`src/rtl/dm_lsu.sv`:
```
// dm_lsu: load/store unit between the MEM stage and a 2^AW-word data memory.
//   Latency: load 2 cycles, word store 2 cycles, byte/half store 3 cycles (RMW).
//   Backpressure: busy_o holds the core from the cycle after accept to ack; req_i is only sampled in IDLE.
// Ports: clk_i/rst_n_i (sync active-low reset), core side req_i/we_i/size_i/sext_i/addr_i/wdata_i
//   -> ack_o/rdata_o/busy_o/misalign_o; memory side mem_addr_o/mem_din_o/mem_we_o/mem_re_o <- mem_dout_i.
// Optional feature: define ALIGN_CHK_EN to reject misaligned half/word accesses with misalign_o.
module dm_lsu #(
  parameter int AW = 10,
  parameter bit BE = 1'b0
) (
  input  logic          clk_i,
  input  logic          rst_n_i,
  input  logic          req_i,
  input  logic          we_i,
  input  logic [1:0]    size_i,
  input  logic          sext_i,
  input  logic [31:0]   addr_i,
  input  logic [31:0]   wdata_i,
  output logic          ack_o,
  output logic [31:0]   rdata_o,
  output logic          busy_o,
  output logic          misalign_o,
  output logic [AW-1:0] mem_addr_o,
  output logic [31:0]   mem_din_o,
  output logic          mem_we_o,
  output logic          mem_re_o,
  input  logic [31:0]   mem_dout_i
);

  typedef enum logic [1:0] {S_IDLE, S_RD, S_WR, S_ACK} state_t;

  state_t        state_q;
  logic          we_q, sext_q, ack_q, busy_q, mem_we_q, mem_re_q;
  logic [1:0]    size_q, off_q;
  logic [15:0]   wdata_q;
  logic [31:0]   rdata_q, mem_din_q;
  logic [AW-1:0] mem_addr_q;

  // Upper address bits fall outside the memory and simply wrap.
  logic unused_addr_w;
  assign unused_addr_w = ^addr_i[31:AW+2];

  // Bit offset of the addressed byte / half inside the word, honouring lane order.
  function automatic logic [4:0] lane_shift(input logic [1:0] sz, input logic [1:0] off);
    if (sz == 2'b00) return BE ? {~off, 3'b000} : {off, 3'b000};
    else             return BE ? {~off[1], 4'b0000} : {off[1], 4'b0000};
  endfunction

  // Sub-word store merge; only byte and half reach the RMW path.
  function automatic logic [31:0] merge(input logic [31:0] old, input logic [15:0] wd,
                                        input logic [1:0] sz, input logic [1:0] off);
    logic [4:0]  sh;
    logic [31:0] m, v;
    sh = lane_shift(sz, off);
    if (sz == 2'b00) begin
      m = 32'h0000_00FF << sh;
      v = {24'h0, wd[7:0]} << sh;
    end else begin
      m = 32'h0000_FFFF << sh;
      v = {16'h0, wd} << sh;
    end
    return (old & ~m) | v;
  endfunction

  function automatic logic [31:0] extract(input logic [31:0] word, input logic [1:0] sz,
                                          input logic [1:0] off, input logic sx);
    logic [31:0] b;
    b = word >> lane_shift(sz, off);
    if (sz == 2'b00)      return {{24{sx & b[7]}}, b[7:0]};
    else if (sz == 2'b01) return {{16{sx & b[15]}}, b[15:0]};
    else                  return word;
  endfunction

`ifdef ALIGN_CHK_EN
  logic mis_w, misalign_q;
  // Size 11 is handled as a word.
  assign mis_w      = ((size_i == 2'b01) && addr_i[0]) || (size_i[1] && (addr_i[1:0] != 2'b00));
  assign misalign_o = misalign_q;
`else
  assign misalign_o = 1'b0;
`endif

  always_ff @(posedge clk_i) begin
    if (!rst_n_i) begin
      state_q    <= S_IDLE;
      we_q       <= 1'b0;
      sext_q     <= 1'b0;
      size_q     <= 2'b00;
      off_q      <= 2'b00;
      wdata_q    <= '0;
      ack_q      <= 1'b0;
      busy_q     <= 1'b0;
      rdata_q    <= '0;
      mem_addr_q <= '0;
      mem_din_q  <= '0;
      mem_we_q   <= 1'b0;
      mem_re_q   <= 1'b0;
`ifdef ALIGN_CHK_EN
      misalign_q <= 1'b0;
`endif
    end else begin
      // Strobes default low; each state arms the ones it needs for the next cycle.
      ack_q    <= 1'b0;
      mem_we_q <= 1'b0;
      mem_re_q <= 1'b0;
      unique case (state_q)
        S_IDLE: begin
          if (req_i) begin
            we_q       <= we_i;
            sext_q     <= sext_i;
            size_q     <= size_i;
            off_q      <= addr_i[1:0];
            wdata_q    <= wdata_i[15:0];
            mem_addr_q <= addr_i[AW+1:2];
            busy_q     <= 1'b1;
`ifdef ALIGN_CHK_EN
            misalign_q <= mis_w;
            if (mis_w) begin
              state_q <= S_ACK;
              ack_q   <= 1'b1;
            end else
`endif
            if (we_i && size_i[1]) begin
              state_q   <= S_WR;
              mem_we_q  <= 1'b1;
              mem_din_q <= wdata_i;
            end else begin
              state_q  <= S_RD;
              mem_re_q <= 1'b1;
            end
          end
        end
        S_RD: begin
          if (we_q) begin
            state_q   <= S_WR;
            mem_we_q  <= 1'b1;
            mem_din_q <= merge(mem_dout_i, wdata_q, size_q, off_q);
          end else begin
            state_q <= S_ACK;
            ack_q   <= 1'b1;
            rdata_q <= extract(mem_dout_i, size_q, off_q, sext_q);
          end
        end
        S_WR: begin
          state_q <= S_ACK;
          ack_q   <= 1'b1;
        end
        S_ACK: begin
          state_q <= S_IDLE;
          busy_q  <= 1'b0;
`ifdef ALIGN_CHK_EN
          misalign_q <= 1'b0;
`endif
        end
        default: state_q <= S_IDLE;
      endcase
    end
  end

  assign ack_o      = ack_q;
  assign rdata_o    = rdata_q;
  assign busy_o     = busy_q;
  assign mem_addr_o = mem_addr_q;
  assign mem_din_o  = mem_din_q;
  assign mem_we_o   = mem_we_q;
  assign mem_re_o   = mem_re_q;

endmodule

```
`config.mk`:
```
export PLATFORM = sky130hd
export DESIGN_NAME = dm_lsu
export DESIGN_NICKNAME = d
export VERILOG_FILES = /design/src/rtl/dm_lsu.sv
export SDC_FILE = /design/constraint.sdc
export NUM_CORES = 1
export LEC_CHECK = 0
export ABC_CLOCK_PERIOD_IN_PS = 2250
export BUFFER_PORTS_ARGS = -buffer_cell sky130_fd_sc_hd__buf_2
export CELL_PAD_IN_SITES_DETAIL_PLACEMENT = 0
export CELL_PAD_IN_SITES_GLOBAL_PLACEMENT = 1
export CORE_MARGIN = 4
export CORE_UTILIZATION = 35
export CTS_CLUSTER_SIZE = 10
export DETAILED_ROUTE_END_ITERATION = 7
export PLACE_DENSITY = 0.82
export SYNTH_ARGS = -nofsm -noshare
export SYNTH_HDL_FRONTEND = slang
export SYNTH_SLANG_ARGS = --single-unit
```
`constraint.sdc`:
```
create_clock -name clk_i -period 2.25 [get_ports clk_i]
set_input_delay 0.225 -clock clk_i [delete_from_list [all_inputs] [get_ports clk_i]]
set_output_delay 0.225 -clock clk_i [all_outputs]
set_load 0.02 [all_outputs]
```
After elaboration in Yosys (flattened, before gate mapping)
Cells that the tools add are included.
{"block": "word_totals", "output_inout_bits": 79, "ff_bits": 102}
{"block": "classes", "reduce_logical": 10, "eq_ne": 7, "mux": 34, "n_shift": 5, "n_bitwise": 6}
{"op": "$mux 32", "count": 13}
{"op": "$pmux 32 s2", "count": 1}
{"op": "$and 32x32->32", "count": 1}
{"op": "$not 32->32", "count": 1}
{"op": "$or 32x32->32", "count": 1}
{"op": "$shl 16x5->32", "count": 1}
{"op": "$shl 16x5->32 const A", "count": 1}
{"op": "$shl 8x5->32", "count": 1}
{"op": "$shl 8x5->32 const A", "count": 1}
{"op": "$shr 32x5->16", "count": 1}
{"op": "$mux 5", "count": 6}
{"op": "$pmux 2 s4", "count": 1}
{"op": "$mux 1", "count": 7}
{"op": "$ne 2x2->1 const B", "count": 3}
{"op": "$pmux 1 s2", "count": 3}
{"op": "$reduce_and 2->1", "count": 3}
{"op": "$eq 2x1->1 const B", "count": 2}
{"op": "$eq 2x2->1 const B", "count": 2}
{"op": "$logic_not 2->1", "count": 2}
{"op": "$mux 2", "count": 2}
{"op": "$mux 4", "count": 1}
{"op": "$reduce_and 4->1", "count": 1}
{"op": "$reduce_bool 2->1", "count": 2}
{"op": "$reduce_and 3->1", "count": 1}
{"op": "3 further kinds", "count": 4}

Logic depth before layout (Yosys ltp)
Gate-level depths: netlist (run 1).
{"block": "depth", "word_depth": 15, "depth_mapped": 8, "depth_no_buf": 6}

Worst setup path before layout (run 1)
No wires, ideal clock.
{"block": "synth_path", "path_kind": "reg-to-reg", "from": "reg state_q[0]", "to": "reg mem_din_q[10], in the netlist mem_din_o[10]", "slack_ps": 566, "t_arrival_ps": 1610, "setup_time_ps": 74, "n_path_buf": 2, "t_required_ps": 2176, "period_less_slack_ps": 1684, "path_stages_with_launch": 9, "cell_sequence": "dfxtp_1 inv_1 ha_1 buf_2 nand2b_1 a21oi_2 clkbuf_1 o21ai_0 a31oi_1"}
{"block": "synth_via", "elab_chain_len": 3, "elab_cells_between_ends": 8, "cone_classes": "4 x eq/ne; 1 x mux; 3 x reduce/logical"}
{"element": "from (decl)", "line": "32", "rtl": "state_t state_q;"}
{"element": "from (signal assigned)", "line": "85", "rtl": "state_q <= S_IDLE;"}
{"element": "from (signal assigned)", "line": "124", "rtl": "state_q <= S_WR;"}
{"element": "from (signal assigned)", "line": "128", "rtl": "state_q <= S_RD;"}
{"element": "$eq 2x1->1 or $logic_not 2->1 (tied branches)", "line": "106", "rtl": "unique case (state_q)"}
{"element": "$ne 2x2->1 (no source line) or $reduce_bool 2->1 (tied branches)"}
{"element": "$reduce_and 4->1 (no source line)"}
{"element": "to (signal assigned)", "line": "126", "rtl": "mem_din_q <= wdata_i;"}
{"element": "to (signal assigned)", "line": "137", "rtl": "mem_din_q <= merge(mem_dout_i, wdata_q, size_q, off_q);"}
{"element": "to (decl)", "line": "36", "rtl": "logic [31:0] rdata_q, mem_din_q;"}
Parallel ways exist; a longest one is shown, timed or not.
A chain may end at the register's enable or synchronous reset.

Worst setup path in the final report (run 1)
{"block": "layout_path", "from": "reg state_q[1]", "to": "reg rdata_q[29], in the netlist rdata_o[29]"}
{"block": "layout_via", "elab_chain_len": 2}
{"element": "$eq 2x1->1", "line": "106"}
{"element": "$reduce_and 2->1 (no source line)"}
{"element": "to (signal assigned)", "line": "141", "rtl": "rdata_q <= extract(mem_dout_i, size_q, off_q, sext_q);"}
{"element": "to (decl)", "line": "36"}
No other way between the ends.

==> results.toml, run 1 <==
[detailed_routing]
drc = 0
ant_nets = 0
drt_first_pass_iters = 4
wire_per_inst_um = 17.2
wl_mm = 16.0
vias = 5078
drtIter0Drc = 297
via_per_inst = 5.45

[synth]
synth.mux.area_fraction_pct = 0.847
synth_area_per_cell_um2 = 7.90
yosys.area.top_type = "dfxtp_1"
synth_common_cells = "143 x nand2_1, 102 x dfxtp_1, 66 x o21ai_0"
syn_nets = 724
synth_top_flop_cell = "dfxtp_1"
synth-compound-area-share_pct = 31.8
synthDistinctLibCells = 38
ys_seq_elements = 102
synth_top_area_share_pct = 41.9
synth-edff-count = 0
synth-seq-area-share_pct = 41.9
synth_simple_gate_area_share_pct = 19.0
synth_xor_area_share_pct = 0
synth_top_family_by_area = "compound AO/OA/AOI/OAI gates"
yosysMostFrequentCell = "nand2_1"
synthTopCellsByArea = "dfxtp_1 42%, nand2_1 11%, o21ai_0 6.8%"
synth_cells = 617
yosysWarningCount = 0
ys_async_sr_fraction_pct = 0
syn_area_um2 = 4870
synth_adder_area_share_pct = 1.03

[worst_setup_path]
reg2reg_slack_ns = 0.25
worstPathMaxFanout = 30
path_cells = "inv_1 -> ha_2 -> nor2b_2 -> buf_4 -> inv_1 -> a31oi_2 -> buf_4 -> a21oi_1"
setup.worst_path.start_class = "flop"
cp_slowest_cell = "dfxtp_1"
cp_slowest_stage_delay_ns = 0.35
required_ns = 2.47
crit_path_end_kind = "flop"
cp.arrival_ns = 2.22
crit_type = "flop to flop"

[cts]
cts_tree = "built"
cts_made_buffers = 9
clk_pin_slew_ns = 0.07
root_buffer = "clkbuf_16"
post_cts_resized = 0
clk_path_buf_depth = 2
clk_latency_ns = 0.34
clock-sinks = 102
post-cts-setup-buffers = 0
htreeDepth = 3
holdBufCountCts = 0

[floorplanning]
die-area_um2 = 15900
io_pins = 182
initial_core_util_pct = 36.2
fp.dieW_um = 126
core_area_um2 = 13500
die_y_um = 126
rows = 42

[power_and_ir_drop]
powerDensity_nw_per_um2 = 1250
vdd.ir_drop.worst_v = 0.000468
p_leak_nw = 2.60

[finish]
num_antenna_cells = 0
finalNonFillerCells = 931
drive_above_1_share_pct = 26.6
multi_input_area_um2 = 2580
regArea_um2 = 2040
n_fill_cell = 1429
finalNetCount = 857
layout-area-overhead-vs-synth_pct = 25.5

[global_routing]
grt_pass1_vias = 4806
grt_overflow = 0
grt_pass1_wl_mm = 25.0
grt_max_degree = 66
grt_usage_pct = 19.4
antenna_found_initial = 1

[sta]
slew_headroom_pct = 60.4
slew_viol_final = 0
fmax_ghz = 0.499
min_period_ns = 2.00
rsz0062_at_grt = "false"
setup_viol = 0
setup_tns_ns = 0
finClkSkew_ns = 0.00851
layout_worst_path_cycle_share_pct = 89.1
finalHoldViolCount = 0
tightest_slew_ns = 0.594

[placed_design]
dp.cells = 915
hpwl_mm = 12.2
place_congestion = 0.931
portBuffers = 160

[status]
status = "finished clean"

[flow_run]
max_cap_violations = 0

[worst_hold_path]
hold_class = "primary input to flop"
-- worst max-delay path, delay by kind of cell, from the launching register on --
kind            cells  cell delay (ns)
compound gates      2             0.28
buf+inv             4             0.78
simple gates        1             0.27
fa+ha+maj           1             0.19
flops               1             0.35
-- path summary, 6_finish.rpt --
path	endpoint	cells past startpoint	start
max	rdata_o[29]	8	state_q[1]
max reg2reg	rdata_o[29]	8	state_q[1]
min	mem_re_o	2	we_i
min reg2reg	mem_addr_o[7]	2	mem_addr_o[7]
-- registers in the layout, summed over array words and instances (netlist names), 2 cells and up --
name,cells
off_q,2
mem_addr_o,10
mem_din_o,32
state_q,2
wdata_q,16
size_q,2
rdata_o,32
-- cells in the final DEF (no fill, tap or decap), drive strengths merged, types with 3 or more instances in the layout --
master / Yosys / layout
a21oi: 36 / 36
o21ai: 75 / 75
clkbuf: 36 / 11
nand2: 143 / 143
o22ai: 23 / 23
o221ai: 16 / 16
ha: 4 / 4
inv: 7 / 8
nand2b: 27 / 27
a21boi: 33 / 33
o31ai: 8 / 8
buf: 19 / 177
a31oi: 18 / 18
o211ai: 17 / 17
o221a: 8 / 8
mux2i: 3 / 3
dfxtp: 102 / 102
nor2b: 13 / 13
and3: 7 / 7
nand3: 8 / 8
-- through the flow --
step	hold slack (ns)	area, µm²	setup WS (ns)	utilization (%)	total power, mW
after CTS	0.0810	6110	0.273	45.4	7.71
after global routing	0.0848	6110	0.0973	45.4	8.19
final	0.0960	6110	0.245	45.4	7.66
after global placement	0.444	5840	0.373	43.4	6.15
after detailed placement	0.449	5840	0.288	43.4	6.24
after floorplan	0.313	4870	0.566	-	5.04
-- final cells by class --
type / instances / area share [%]
Sequential cell: 102 / 33.4
Multi-Input combinational cell: 453 / 42.2
Inverter: 7 / 0.430
Clock buffer: 11 / 3.97
Timing Repair Buffer: 177 / 15.8
Tap cell: 176 / 3.60
Clock inverter: 5 / 0.553
-- logic make-up after synthesis --
group / Yosys count
compound gates: 239
fa+ha+maj: 4
buf+inv: 62
flops: 102
mux: 4
other cells: 1
simple gates: 205
-- per-layer routing --
| metal | vias to the layer above | global-route usage [%] | wire length [µm] |
|---|---|---|---|
| met1 | 2385 | 27.6 | 7390 |
| met2 | 217 | 29.7 | 7030 |
| met5 | - | 0 | 7 |
| li1 | 2452 | - | - |
| met4 | 2 | 4.73 | 279 |
| met3 | 22 | 4.95 | 1300 |
-- report_power, final --
group          leakage (nW)  switching (mW)  internal (mW)
Clock                 0.132           0.674          0.781
Sequential            0.835           0.337           2.35
Combinational          1.63            2.29           1.22
No activity file was read; power rests on OpenSTA's default activity.
==> run 2: changes to the inputs <==
--- a/config.mk
+++ b/config.mk
@@ -14,4 +14,5 @@
 export CTS_CLUSTER_SIZE = 10
 export DETAILED_ROUTE_END_ITERATION = 7
+export MAX_ROUTING_LAYER = met4
 export PLACE_DENSITY = 0.82
 export SYNTH_ARGS = -nofsm -noshare
==> constraint.sdc (replaced) <==
create_clock -name clk_i -period 2.25 [get_ports clk_i]
set_input_delay 0.45 -clock clk_i [delete_from_list [all_inputs] [get_ports clk_i]]
set_output_delay 0.45 -clock clk_i [all_outputs]
set_load 0.02 [all_outputs]
==> results.toml, run 2 (synthesis gave the netlist of run 1 again) <==
[status]
status = "finished clean"

[worst_setup_path]
cp.arrival_ns = 2.23
worstPathMaxFanout = 64
timing.critical_path.buf_inv = 3
path_depth = 8
setup.worst_path.start_class = "flop"
crit_family = "buffers and inverters"
cp_slowest_stage_delay_ns = 0.35
crit_type = "flop to flop"
cp_slowest_cell = "dfxtp_1"
rr_worst_depth = 8
path_cells = "inv_1 -> ha_2 -> buf_4 -> nand2b_1 -> a21oi_4 -> buf_12 -> o211ai_1 -> o22ai_1"
crit_path_end_kind = "flop"
required_ns = 2.53

[power_and_ir_drop]
p_total_mw = 7.73
vdd.ir_drop.worst_v = 0.000455
p_clk_share_pct = 19.4
p_comb_share_pct = 45.9
sequentialPowerShare_pct = 34.7
p_switching_mw = 3.38
power.internal_mw = 4.35
p_sw_share_pct = 43.7
p_leak_nw = 2.61
powerDensity_nw_per_um2 = 1260

[finish]
fin_area_um2 = 6130
layout_commonest_cell = "buf_2"
mostFrequentLayoutCells = "160 x buf_2, 143 x nand2_1, 102 x dfxtp_1"
drive_above_1_share_pct = 26.9
finalNetCount = 858
finalNonFillerCells = 932
final_core_util_pct = 45.6
layout-area-overhead-vs-synth_pct = 25.8
num_antenna_cells = 0

[worst_hold_path]
worstHoldPathCells = 2
hold_class = "primary input to flop"

[cts]
holdBufCountCts = 0
clk_pin_slew_ns = 0.07
post_cts_resized = 0
cts_tree = "built"
cts_made_buffers = 9
clock-sinks = 102
clk_latency_ns = 0.36
root_buffer = "clkbuf_16"
htreeDepth = 3
clk_path_buf_depth = 2
post-cts-setup-buffers = 0

[global_routing]
antenna_found_initial = 0
grt_pass1_vias = 4751
grt_max_degree = 66
grt_usage_pct = 20.4
grt_pass1_wl_mm = 25.1
grt_overflow = 0

[floorplanning]
initial_core_util_pct = 36.2
die-area_um2 = 15900
io_pins = 182
rows = 42
core_area_um2 = 13500
die_y_um = 126
fp.dieW_um = 126

[placed_design]
hpwl_mm = 12.5
place_congestion = 0.927
portBuffers = 160
dp_slack_ns = 0.312
place_area_um2 = 5840
dp.cells = 916

[detailed_routing]
drt_first_pass_iters = 5
wl_met3_mm = 1.07
wl_met1_mm = 7.37
drtIter0Drc = 289
vias = 5040
via_per_inst = 5.41
wl_met2_mm = 7.44
ant_nets = 0
wire_per_inst_um = 17.4
maxUsedRoutingLayer = "met4"
wl_mm = 16.2
drc = 0

[sta]
slew_headroom_pct = 64.4
hold_ws_ns = 0.312
layout_worst_path_cycle_share_pct = 87.1
min_period_ns = 1.96
setup_viol = 0
slew_viol_final = 0
rsz0062_at_grt = "false"
finalHoldViolCount = 0
setup_tns_ns = 0
fmax_ghz = 0.510
finClkSkew_ns = 0.00857
fin_ws_ns = 0.291
tightest_slew_ns = 0.533

[flow_run]
max_cap_violations = 0
-- run 2: changes by cell type in the layout (fill, tap and decap cells not counted) --
cell      delta
clkbuf_8     -1
buf_4        +1
clkbuf_1     -1
clkinv_4     +3
inv_6        +1
clkinv_2     -2
-- run 2: final timing paths --
path         startpoint            to  slack, ns
max reg2reg  state_q[1]  mem_din_o[4]       0.29
min                we_i      mem_re_o       0.31
min reg2reg  rdata_o[3]    rdata_o[3]       0.45
max          state_q[1]  mem_din_o[4]       0.29
-- run 2: final cells by class --
cell class	instances	area, µm²
inverters	7	26.3
well taps	176	220
clock buffers	9	225
clock inverters	7	58.8
repair buffers	178	973
multi-input cells	453	2580
flip-flops and latches	102	2040
fillers	1408	7320
-- run 2: routing by layer --
metal | track usage, % | vias up
li1 | - | 2453
met1 | 27.2 | 2373
met2 | 31.1 | 191
met3 | 4.23 | 23
met4 | 6.31 | 0
met5 | - | -
-- run 2: power by group through the flow --
stage,Combinational [mW],Clock (mW),Sequential (mW)
final,3.55,1.50,2.69
after global routing,3.89,1.61,2.75
after CTS,3.57,1.53,2.68
after detailed placement,3.56,0,2.72
after global placement,3.48,0,2.69
after floorplan,1.85,0,3.20
